## src/rtl/kernel_stream_ctrl.sv

```systemverilog
// Run controller that gates an upstream stream into a kernel and the kernel
// result stream downstream, counting items and profiling each run.
module kernel_stream_ctrl #(
  parameter int C_DATA_WIDTH = 128,
  parameter int CNTW         = 32,
  parameter int DRAIN_TO     = 1024
) (
  input  logic                    aclk,
  input  logic                    areset,
  input  logic                    start,
  input  logic [CNTW-1:0]         num_items,
  output logic                    busy,
  output logic                    done,
  output logic                    timeout,
  input  logic                    s_tvalid,
  input  logic [C_DATA_WIDTH-1:0] s_tdata,
  output logic                    s_tready,
  output logic                    k_ivalid,
  output logic [C_DATA_WIDTH-1:0] k_idata,
  input  logic                    k_iready,
  input  logic                    k_ovalid,
  input  logic [C_DATA_WIDTH-1:0] k_odata,
  output logic                    k_oready,
  output logic                    m_tvalid,
  output logic [C_DATA_WIDTH-1:0] m_tdata,
  input  logic                    m_tready,
  output logic [CNTW-1:0]         prof_cycles,
  output logic [CNTW-1:0]         prof_ivalids,
  output logic [CNTW-1:0]         prof_ovalids
);

  localparam int IW = $clog2(DRAIN_TO + 1);
  localparam logic [IW-1:0] IDLE_LIM = IW'(DRAIN_TO);

  typedef enum logic [1:0] {
    S_IDLE,
    S_RUN,
    S_DRAIN,
    S_DONE
  } state_t;

  state_t state;
  state_t state_nx;

  logic [CNTW-1:0] n_lat;
  logic [CNTW-1:0] in_cnt;
  logic [CNTW-1:0] out_cnt;
  logic [CNTW-1:0] out_cnt_nx;
  logic [CNTW-1:0] cyc_cnt;
  logic [CNTW-1:0] iv_cnt;
  logic [CNTW-1:0] ov_cnt;
  logic [IW-1:0]   idle_cnt;
  logic            to_r;

  logic in_run;
  logic in_drain;
  logic in_beat;
  logic out_beat;
  logic in_last;
  logic out_last;
  logic idle_hit;
  logic start_ok;
  logic to_set;

  assign k_idata = s_tdata;
  assign m_tdata = k_odata;

  assign in_run   = (state == S_RUN);
  assign in_drain = (state == S_DRAIN);
  assign start_ok = (state == S_IDLE) && start;

  assign in_beat  = in_run && s_tvalid && k_iready;
  assign out_beat = (in_run || in_drain) && k_ovalid && m_tready;

  assign out_cnt_nx = out_cnt + {{(CNTW-1){1'b0}}, out_beat};

  assign in_last  = in_beat && ((in_cnt + CNTW'(1)) == n_lat);
  assign out_last = (out_cnt_nx == n_lat);
  assign idle_hit = !out_beat && ((idle_cnt + IW'(1)) == IDLE_LIM);
  assign to_set   = in_drain && !out_last && idle_hit;

  always_ff @(posedge aclk) begin
    if (areset) begin
      state <= S_IDLE;
    end else begin
      state <= state_nx;
    end
  end

  always_comb begin
    state_nx = state;
    busy     = 1'b0;
    done     = 1'b0;
    s_tready = 1'b0;
    k_ivalid = 1'b0;
    m_tvalid = 1'b0;
    k_oready = 1'b0;
    unique case (state)
      S_IDLE: begin
        if (start) begin
          state_nx = (num_items == '0) ? S_DONE : S_RUN;
        end
      end
      S_RUN: begin
        busy     = 1'b1;
        k_ivalid = s_tvalid;
        s_tready = k_iready;
        m_tvalid = k_ovalid;
        k_oready = m_tready;
        if (in_last) begin
          state_nx = S_DRAIN;
        end
      end
      S_DRAIN: begin
        busy     = 1'b1;
        m_tvalid = k_ovalid;
        k_oready = m_tready;
        if (out_last || idle_hit) begin
          state_nx = S_DONE;
        end
      end
      S_DONE: begin
        done     = 1'b1;
        state_nx = S_IDLE;
      end
      default: state_nx = S_IDLE;
    endcase
  end

  // Profiling and item counters freeze outside RUN/DRAIN until the next start
  always_ff @(posedge aclk) begin
    if (areset) begin
      n_lat    <= '0;
      in_cnt   <= '0;
      out_cnt  <= '0;
      cyc_cnt  <= '0;
      iv_cnt   <= '0;
      ov_cnt   <= '0;
      idle_cnt <= '0;
      to_r     <= 1'b0;
    end else if (start_ok) begin
      n_lat    <= num_items;
      in_cnt   <= '0;
      out_cnt  <= '0;
      cyc_cnt  <= '0;
      iv_cnt   <= '0;
      ov_cnt   <= '0;
      idle_cnt <= '0;
      to_r     <= 1'b0;
    end else begin
      if (in_beat) begin
        in_cnt <= in_cnt + CNTW'(1);
      end
      if (out_beat) begin
        out_cnt <= out_cnt_nx;
        ov_cnt  <= ov_cnt + CNTW'(1);
      end
      if (in_run || in_drain) begin
        cyc_cnt <= cyc_cnt + CNTW'(1);
      end
      if (in_run && s_tvalid) begin
        iv_cnt <= iv_cnt + CNTW'(1);
      end
      if (in_drain && !out_beat) begin
        idle_cnt <= idle_cnt + IW'(1);
      end else begin
        idle_cnt <= '0;
      end
      if (to_set) begin
        to_r <= 1'b1;
      end
    end
  end

  assign timeout      = to_r;
  assign prof_cycles  = cyc_cnt;
  assign prof_ivalids = iv_cnt;
  assign prof_ovalids = ov_cnt;

endmodule

```

## config.mk

```make
export PLATFORM = sky130hd
export DESIGN_NAME = kernel_stream_ctrl
export DESIGN_NICKNAME = d
export VERILOG_FILES = /design/src/rtl/kernel_stream_ctrl.sv
export SDC_FILE = /design/constraint.sdc
export NUM_CORES = 1
export LEC_CHECK = 0
export CAP_MARGIN = 10
export CORE_AREA = 4 4 250 252
export CTS_CLUSTER_DIAMETER = 120
export DETAILED_ROUTE_END_ITERATION = 7
export DIE_AREA = 0 0 254 256
export DONT_BUFFER_PORTS = 1
export GPL_TIMING_DRIVEN = 0
export PLACE_DENSITY = 0.41
export SYNTH_ARGS = -nofsm -noshare
export SYNTH_HDL_FRONTEND = slang
export SYNTH_SLANG_ARGS = --single-unit
```

## constraint.sdc

```tcl
create_clock -name aclk -period 12.1 [get_ports aclk]
set_input_delay 1.21 -clock aclk [delete_from_list [all_inputs] [get_ports aclk]]
set_output_delay 1.21 -clock aclk [all_outputs]
set_load 0.02 [all_outputs]
```

==> impl_metrics.tcl, run 1 <==
set metrics [dict create \
    maxClockFrequency_mhz 159.9 \
    post-place-cells 2391 \
    setup-violations-final 0 \
    fin_nets 1946 \
    place_hpwl_um 33910 \
    synth_seq_cells 206 \
    netlist_area_sq_um 12670 \
    synthToLayoutAreaGrowth_pct 15.24 \
    final.fill_count 6650 \
    post_place_worst_slack_ns 5.695 \
    cp_max_fo 10 \
    clkTransAtPathRegs_ns 0.06 \
    routed_wire_length_per_instance_um 17.32 \
    cts_resized 0 \
    grt.overflow.total 0 \
    synthDominantAreaCellType "sky130_fd_sc_hd__dfxtp_1" \
    tritoncts "built" \
    maxCapViolations 0 \
    die_h_um 256 \
    global_route_usage_over_all_layers_pct 11.85 \
    cts.repair_timing.setup_buffer_count 0 \
    start_util_pct 21.06 \
    final_cell_count_no_fill 2441 \
    fin_setup_tns_ns 0 \
    std_cell_rows 90 \
    setup_ws_ns 5.847 \
    clock-root-buffer "sky130_fd_sc_hd__clkbuf_16" \
    status "finished clean" \
    area_of_the_die_sq_um 65020 \
    antenna_found_initial 1 \
    final_weighted_congestion_of_routability_driven_global_placement 0.8624 \
    power_per_standard_cell_area_nw_per_um2 140.5 \
    worst_ir_drop_vdd_mv 0.1065 \
    synth.cells.most_frequent "sky130_fd_sc_hd__buf_4, sky130_fd_sc_hd__dfxtp_1, sky130_fd_sc_hd__nand2_1, sky130_fd_sc_hd__nor2_1, sky130_fd_sc_hd__xnor2_1" \
    area_of_the_multi_input_gates_sq_um 6274 \
    final_antenna_net_count 0 \
    report.final.hold_viol_count 0 \
    synth_fa_ha_area_share_pct 1.284 \
    min_delay_path_depth 2 \
    post-route-drc-count 0 \
    synth_area_leaders "sky130_fd_sc_hd__dfxtp_1, sky130_fd_sc_hd__buf_4, sky130_fd_sc_hd__xnor2_1, sky130_fd_sc_hd__xor2_1, sky130_fd_sc_hd__nand2_1" \
    fin_worst_skew_ns 0.008834 \
    floorplan.io_pins 654 \
    maximum_number_of_pins_on_one_net_before_global_route_repair 15 \
    yosys.cell_types.count 66 \
    synth_top_area_share_pct 32.56 \
    die_w_um 254 \
    finalCritPeriodShare_pct 51.68 \
    io_buffer_count 0 \
    cp_class "flip-flop to flip-flop" \
    post_synth.cell_area_avg_sq_um 7.877 \
    stdcell_area_sq_um 14600 \
    clockBufferDepth 3 \
    r2r_cells 18 \
    power.static_leakage_uw 0.005237 \
    setup.worst_path.start_class "flip-flop" \
    grt_pass1_vias 9967 \
    synth_async_reset_ratio_pct 0 \
    max-slew-margin-rel_pct 38.73 \
    core-area_sq_um 60130 \
    first_pass_iteration_count_of_the_detailed_router 5 \
    synth_top_family_by_area "simple AND/OR/NAND/NOR gates" \
    detailedRoute.firstIterationViolations 500 \
    post_route_cells_drive_above_1_share_pct 19.30 \
    placed_area_sq_um 13650 \
    seq_cell_area_sq_um 4124 \
    cp_data_arrival_time_ns 6.73 \
    timing_worst_slew_pin_value_ns 0.9191 \
    timing.hold.worst.class "flip-flop to flip-flop" \
    cts_num_sinks 206 \
    netlist_instances 1608 \
    yosys.area_share.xor_xnor_pct 14.38 \
    cts_hold_repair.buffers 0 \
    worst_ep_required_ns 12.57 \
    synthSimpleGateAreaFrac_pct 25.43 \
    drt-total-wl_um 42270 \
    rsz0062_at_grt "false" \
    maxSlewViolCount 0 \
    detail_route.vias_per_cell 4.376 \
    setup.worst_path.end_class "flip-flop" \
    yosysMostFrequentCell "sky130_fd_sc_hd__buf_4" \
    grt_pass1_wl_um 61110 \
    yosys_warnings 0 \
    clk_latency_ns 0.57 \
    htree_num_levels 1 \
    synth_fp_nets 1916 \
    ys.flop_type "sky130_fd_sc_hd__dfxtp_1" \
    synth_seq_area_share_pct 32.56 \
    post_synthesis_compound_gate_area_fraction_pct 8.120 \
    via_count 10680 \
    number_of_enable_flip_flop_cells_after_synthesis 0 \
    total_clock_buffers_created_by_cts 27 \
    synth.mux.area_fraction_pct 0.3161 \
    final.min_clock_period_ns 6.253 \
]
==> final timing paths <==
path	endpoint	startpoint	slack, ns
hold / removal	out_cnt[0]$_SDFFE_PP0P_	out_cnt[0]$_SDFFE_PP0P_	0.47
hold reg to reg	out_cnt[0]$_SDFFE_PP0P_	out_cnt[0]$_SDFFE_PP0P_	0.47
setup reg to reg	state[0]$_SDFFE_PP0P_	state[0]$_SDFFE_PP0P_	5.85
setup / recovery	state[0]$_SDFFE_PP0P_	state[0]$_SDFFE_PP0P_	5.85
==> critical path: stages (launching register included) <==
cell	delay, ns
sky130_fd_sc_hd__dfxtp_1	0.35
sky130_fd_sc_hd__inv_1	0.10
sky130_fd_sc_hd__ha_1	0.49
sky130_fd_sc_hd__clkbuf_1	0.52
sky130_fd_sc_hd__and2_1	0.36
sky130_fd_sc_hd__nand2_1	0.37
sky130_fd_sc_hd__inv_1	0.29
sky130_fd_sc_hd__clkbuf_1	0.43
sky130_fd_sc_hd__ha_1	0.31
sky130_fd_sc_hd__ha_1	0.31
sky130_fd_sc_hd__nand3_1	0.26
sky130_fd_sc_hd__nor4_2	0.69
sky130_fd_sc_hd__nand4_1	0.25
sky130_fd_sc_hd__xnor2_1	0.25
sky130_fd_sc_hd__nand4_1	0.10
sky130_fd_sc_hd__nor4_1	0.36
sky130_fd_sc_hd__nand2_1	0.20
sky130_fd_sc_hd__a31o_1	0.27
sky130_fd_sc_hd__a211oi_1	0.22
==> metrics by stage <==
step	total power (uW)	hold WS (ns)	util [%]
6_report	2050	0.4718	24.27
5_1_grt	2158	0.4923	24.27
4_1_cts	2097	0.4649	24.27
3_5_place_dp	1221	0.4567	22.70
3_3_place_gp	1220	0.4518	22.69
2_1_floorplan	1087	0.4406	-
==> layout by cell type, fill, tap and decap left out, types with 36 or more instances in the layout <==
cell and n:
sky130_fd_sc_hd__nand3_1 53, sky130_fd_sc_hd__xnor2_1 107, sky130_fd_sc_hd__nand4_1 59, sky130_fd_sc_hd__nor2_1 177, sky130_fd_sc_hd__dfxtp_1 206, sky130_fd_sc_hd__and3_1 36
sky130_fd_sc_hd__clkbuf_1 66, sky130_fd_sc_hd__nand2_1 177, sky130_fd_sc_hd__xor2_1 101, sky130_fd_sc_hd__buf_4 256, sky130_fd_sc_hd__a21oi_1 84, sky130_fd_sc_hd__or3_1 39
sky130_fd_sc_hd__o21ai_0 48
==> cell type report <==
type	count	share of cell area, %
Multi-Input combinational cell	1057	42.98
Antenna cell	1	0.01714
Sequential cell	206	28.25
Inverter	18	0.4629
Clock inverter	13	1.269
Clock buffer	36	5.203
Tap cell	782	6.703
Buffer	327	15.08
Timing Repair Buffer	1	0.03429
==> power breakdown <==
part	total (uW)	switching [uW]	internal, uW
Combinational	452	295	157
Sequential	745	42.4	702
Clock	853	327	526
==> flip-flops by register name, summed over array words and instances (netlist names) <==
name	count
idle_cnt	11
in_cnt	32
n_lat	32
out_cnt	32
prof_cycles	32
prof_ivalids	32
prof_ovalids	32
state	2
timeout	1
==> cells by family (layout without fill, tap and decap cells) <==
logic type      Yosys count  after routing
mux                       4              4
other cells               0              1
simple gates            655            655
buf+inv                 345            395
xor+xnor                208            208
flops                   206            206
fa+ha+maj                13             13
compound gates          177            177
==> per-layer routing <==
layer  global-route usage (%)  part of all wire [%]  vias to the layer above  wire length (um)
met5                        0                 0.031                        -                13
met4                    2.911                   2.0                        2               864
met3                    3.628                   8.4                       49              3549
met2                    20.38                    49                      379             20700
met1                    14.41                    41                     5015             17140
li1                         -                     -                     5238                 -
(Power assumes the default switching activity.)
==> inputs of run 2 (changes only) <==
--- a/config.mk
+++ b/config.mk
@@ -6,10 +6,10 @@
 export NUM_CORES = 1
 export LEC_CHECK = 0
 export CAP_MARGIN = 10
-export CORE_AREA = 4 4 250 252
+export CORE_AREA = 4 4 255 257
 export CTS_CLUSTER_DIAMETER = 120
 export DETAILED_ROUTE_END_ITERATION = 7
-export DIE_AREA = 0 0 254 256
+export DIE_AREA = 0 0 259 261
 export DONT_BUFFER_PORTS = 1
 export GPL_TIMING_DRIVEN = 0
 export PLACE_DENSITY = 0.41
==> constraint.sdc (replaced) <==
create_clock -name aclk -period 5.4 [get_ports aclk]
set_input_delay 0.54 -clock aclk [delete_from_list [all_inputs] [get_ports aclk]]
set_output_delay 0.54 -clock aclk [all_outputs]
set_load 0.02 [all_outputs]
==> impl_metrics.tcl, run 2 (same netlist as run 1, synthesis figures left out) <==
set metrics [dict create \
    floorplan.io_pins 654 \
    cp_data_arrival_time_ns 5.46 \
    timing.rr.end "state[0]$_SDFFE_PP0P_" \
    cp_class "flip-flop to flip-flop" \
    tritoncts "built" \
    grt.overflow.total 0 \
    final_common_cell "sky130_fd_sc_hd__buf_4" \
    synthToLayoutAreaGrowth_pct 16.05 \
    worst_ir_drop_vdd_mv 0.2325 \
    final_cell_count_no_fill 2509 \
    grt_pass1_vias 10170 \
    start_util_pct 20.19 \
    maxClockFrequency_mhz 200.3 \
    power.static_leakage_uw 0.005260 \
    maxSlewViolCount 0 \
    fin_setup_tns_ns 0 \
    area_of_the_die_sq_um 67600 \
    place_hpwl_um 35440 \
    routed_wire_length_per_instance_um 17.44 \
    antenna_found_initial 2 \
    setup-violations-final 0 \
    detail_route.vias_per_cell 4.262 \
    regToRegSetupSlack_ns 0.41 \
    global_route_usage_over_all_layers_pct 11.53 \
    clockBufferDepth 3 \
    timing.hold.worst.class "primary input to flip-flop" \
    cts_num_sinks 206 \
    setup.worst_path.end_class "flip-flop" \
    min_delay_path_depth 2 \
    worst_ep_required_ns 5.86 \
    maximum_number_of_pins_on_one_net_before_global_route_repair 15 \
    power_per_standard_cell_area_nw_per_um2 308.2 \
    final_weighted_congestion_of_routability_driven_global_placement 0.8337 \
    clkTransAtPathRegs_ns 0.06 \
    maxCapViolations 0 \
    post_route_cells_drive_above_1_share_pct 19.74 \
    post-route-drc-count 0 \
    die_w_um 259 \
    status "finished clean" \
    total_clock_buffers_created_by_cts 27 \
    post-place-cells 2455 \
    clock-root-buffer "sky130_fd_sc_hd__clkbuf_16" \
    fin_nets 1950 \
    grt_pass1_wl_um 60980 \
    via_count 10690 \
    final.min_clock_period_ns 4.993 \
    r2r_cells 18 \
    cp_max_fo 10 \
    final_antenna_net_count 0 \
    rsz0062_at_grt "false" \
    worst_r2r_startpoint "state[1]$_SDFFE_PP0P_" \
    timing_worst_slew_pin_value_ns 1.178 \
    report.final.hold_viol_count 0 \
    first_pass_iteration_count_of_the_detailed_router 4 \
    timing.hold.worst.start "num_items[0]" \
    die_h_um 261 \
    power_uw 4531 \
    std_cell_rows 92 \
    setup.worst_path.start_class "flip-flop" \
    min_delay_worst_endpoint "n_lat[0]$_SDFFE_PP0P_" \
    most-common-layout-cells "sky130_fd_sc_hd__buf_4, sky130_fd_sc_hd__dfxtp_1, sky130_fd_sc_hd__nor2_1" \
    max-slew-margin-rel_pct 20.77 \
    detailedRoute.firstIterationViolations 434 \
    finalCritPeriodShare_pct 92.46 \
    drt-total-wl_um 43760 \
    io_buffer_count 0 \
    core-area_sq_um 62740 \
    htree_num_levels 1 \
    fin_worst_skew_ns 0.01394 \
    clk_latency_ns 0.56 \
]
-- run 2: changes by cell type in the layout (fill, tap and decap cells not counted), sizes merged --
cell and change:
inv +1, clkinvlp -1, bufinv -1, buf +5
-- run 2: metrics by stage --
step           area, sq um  hold WS [ns]  utilization (%)  setup slack [ns]
2_1_floorplan        12670        0.4406                -             1.075
3_3_place_gp         13720        0.4511            21.88            -1.055
3_5_place_dp         13740        0.4583            21.90            -1.145
4_1_cts              14660       0.08304            23.37           0.02162
5_1_grt              14700       0.09688            23.43           0.02282
6_report             14700        0.1099            23.43            0.4069
-- run 2: worst max-delay path: stages, from the launching register on --
cell                       delay [ns]
sky130_fd_sc_hd__dfxtp_1         0.37
sky130_fd_sc_hd__inv_1           0.11
sky130_fd_sc_hd__ha_2            0.45
sky130_fd_sc_hd__buf_2           0.29
sky130_fd_sc_hd__and2_2          0.29
sky130_fd_sc_hd__nand2_4         0.16
sky130_fd_sc_hd__inv_1           0.19
sky130_fd_sc_hd__clkbuf_2        0.29
sky130_fd_sc_hd__ha_1            0.26
sky130_fd_sc_hd__ha_1            0.32
sky130_fd_sc_hd__nand3_2         0.21
sky130_fd_sc_hd__nor4_4          0.35
sky130_fd_sc_hd__nand4_1         0.17
sky130_fd_sc_hd__xnor2_1         0.26
sky130_fd_sc_hd__nand4_1         0.14
sky130_fd_sc_hd__nor4_2          0.33
sky130_fd_sc_hd__nand2_1         0.18
sky130_fd_sc_hd__a31o_1          0.26
sky130_fd_sc_hd__a211oi_1        0.24
-- run 2: power breakdown --
part           switching [uW]  total [uW]  internal, uW
combinational             677        1040           359
clock                     731        1830          1100
sequential               90.4        1660          1570
total                    1500        4530          3030
-- run 2: how the worst max path moves through the flow --
stage                           from                     to  slack (ns)  depth (start not counted)
4_1_cts        state[1]$_SDFFE_PP0P_  state[0]$_SDFFE_PP0P_        0.02                         18
2_1_floorplan  state[0]$_SDFFE_PP0P_  state[0]$_SDFFE_PP0P_        1.08                         18
6_report       state[1]$_SDFFE_PP0P_  state[0]$_SDFFE_PP0P_        0.41                         18
5_1_grt        state[1]$_SDFFE_PP0P_  state[0]$_SDFFE_PP0P_        0.02                         18
3_3_place_gp   state[0]$_SDFFE_PP0P_  state[0]$_SDFFE_PP0P_       -1.05                         18
3_5_place_dp   state[1]$_SDFFE_PP0P_  state[0]$_SDFFE_PP0P_       -1.15                         18
-- run 2: what timing repair did --
action / 4_1_cts / 5_1_grt
endpoints found under the setup margin: 11 / 5
resized for setup: 7 / 4
hold buffers: 0 / 0
cloned: 0 / 0
pin swaps: 1 / 2
setup buffers: 1 / 3
-- run 2: layer usage --
| layer | global-route usage [%] | up-vias | routed length, um |
|---|---|---|---|
| met3 | 3.346 | 56 | 3739 |
| met2 | 20.59 | 394 | 21780 |
| met5 | 0 | - | 13 |
| met4 | 3.913 | 2 | 1368 |
| met1 | 13.21 | 4988 | 16860 |
| li1 | - | 5254 | - |
-- run 2: final cells by class --
cell class	instances	area (sq um)
plain buffers	327	2203
inverters	18	67.56
diodes	1	2.502
fillers	6887	48040
clock inverters	12	160.2
well taps	846	1059
clock buffers	37	733.2
repair buffers	5	37.54
flip-flops and latches	206	4124
multi-input cells	1057	6312
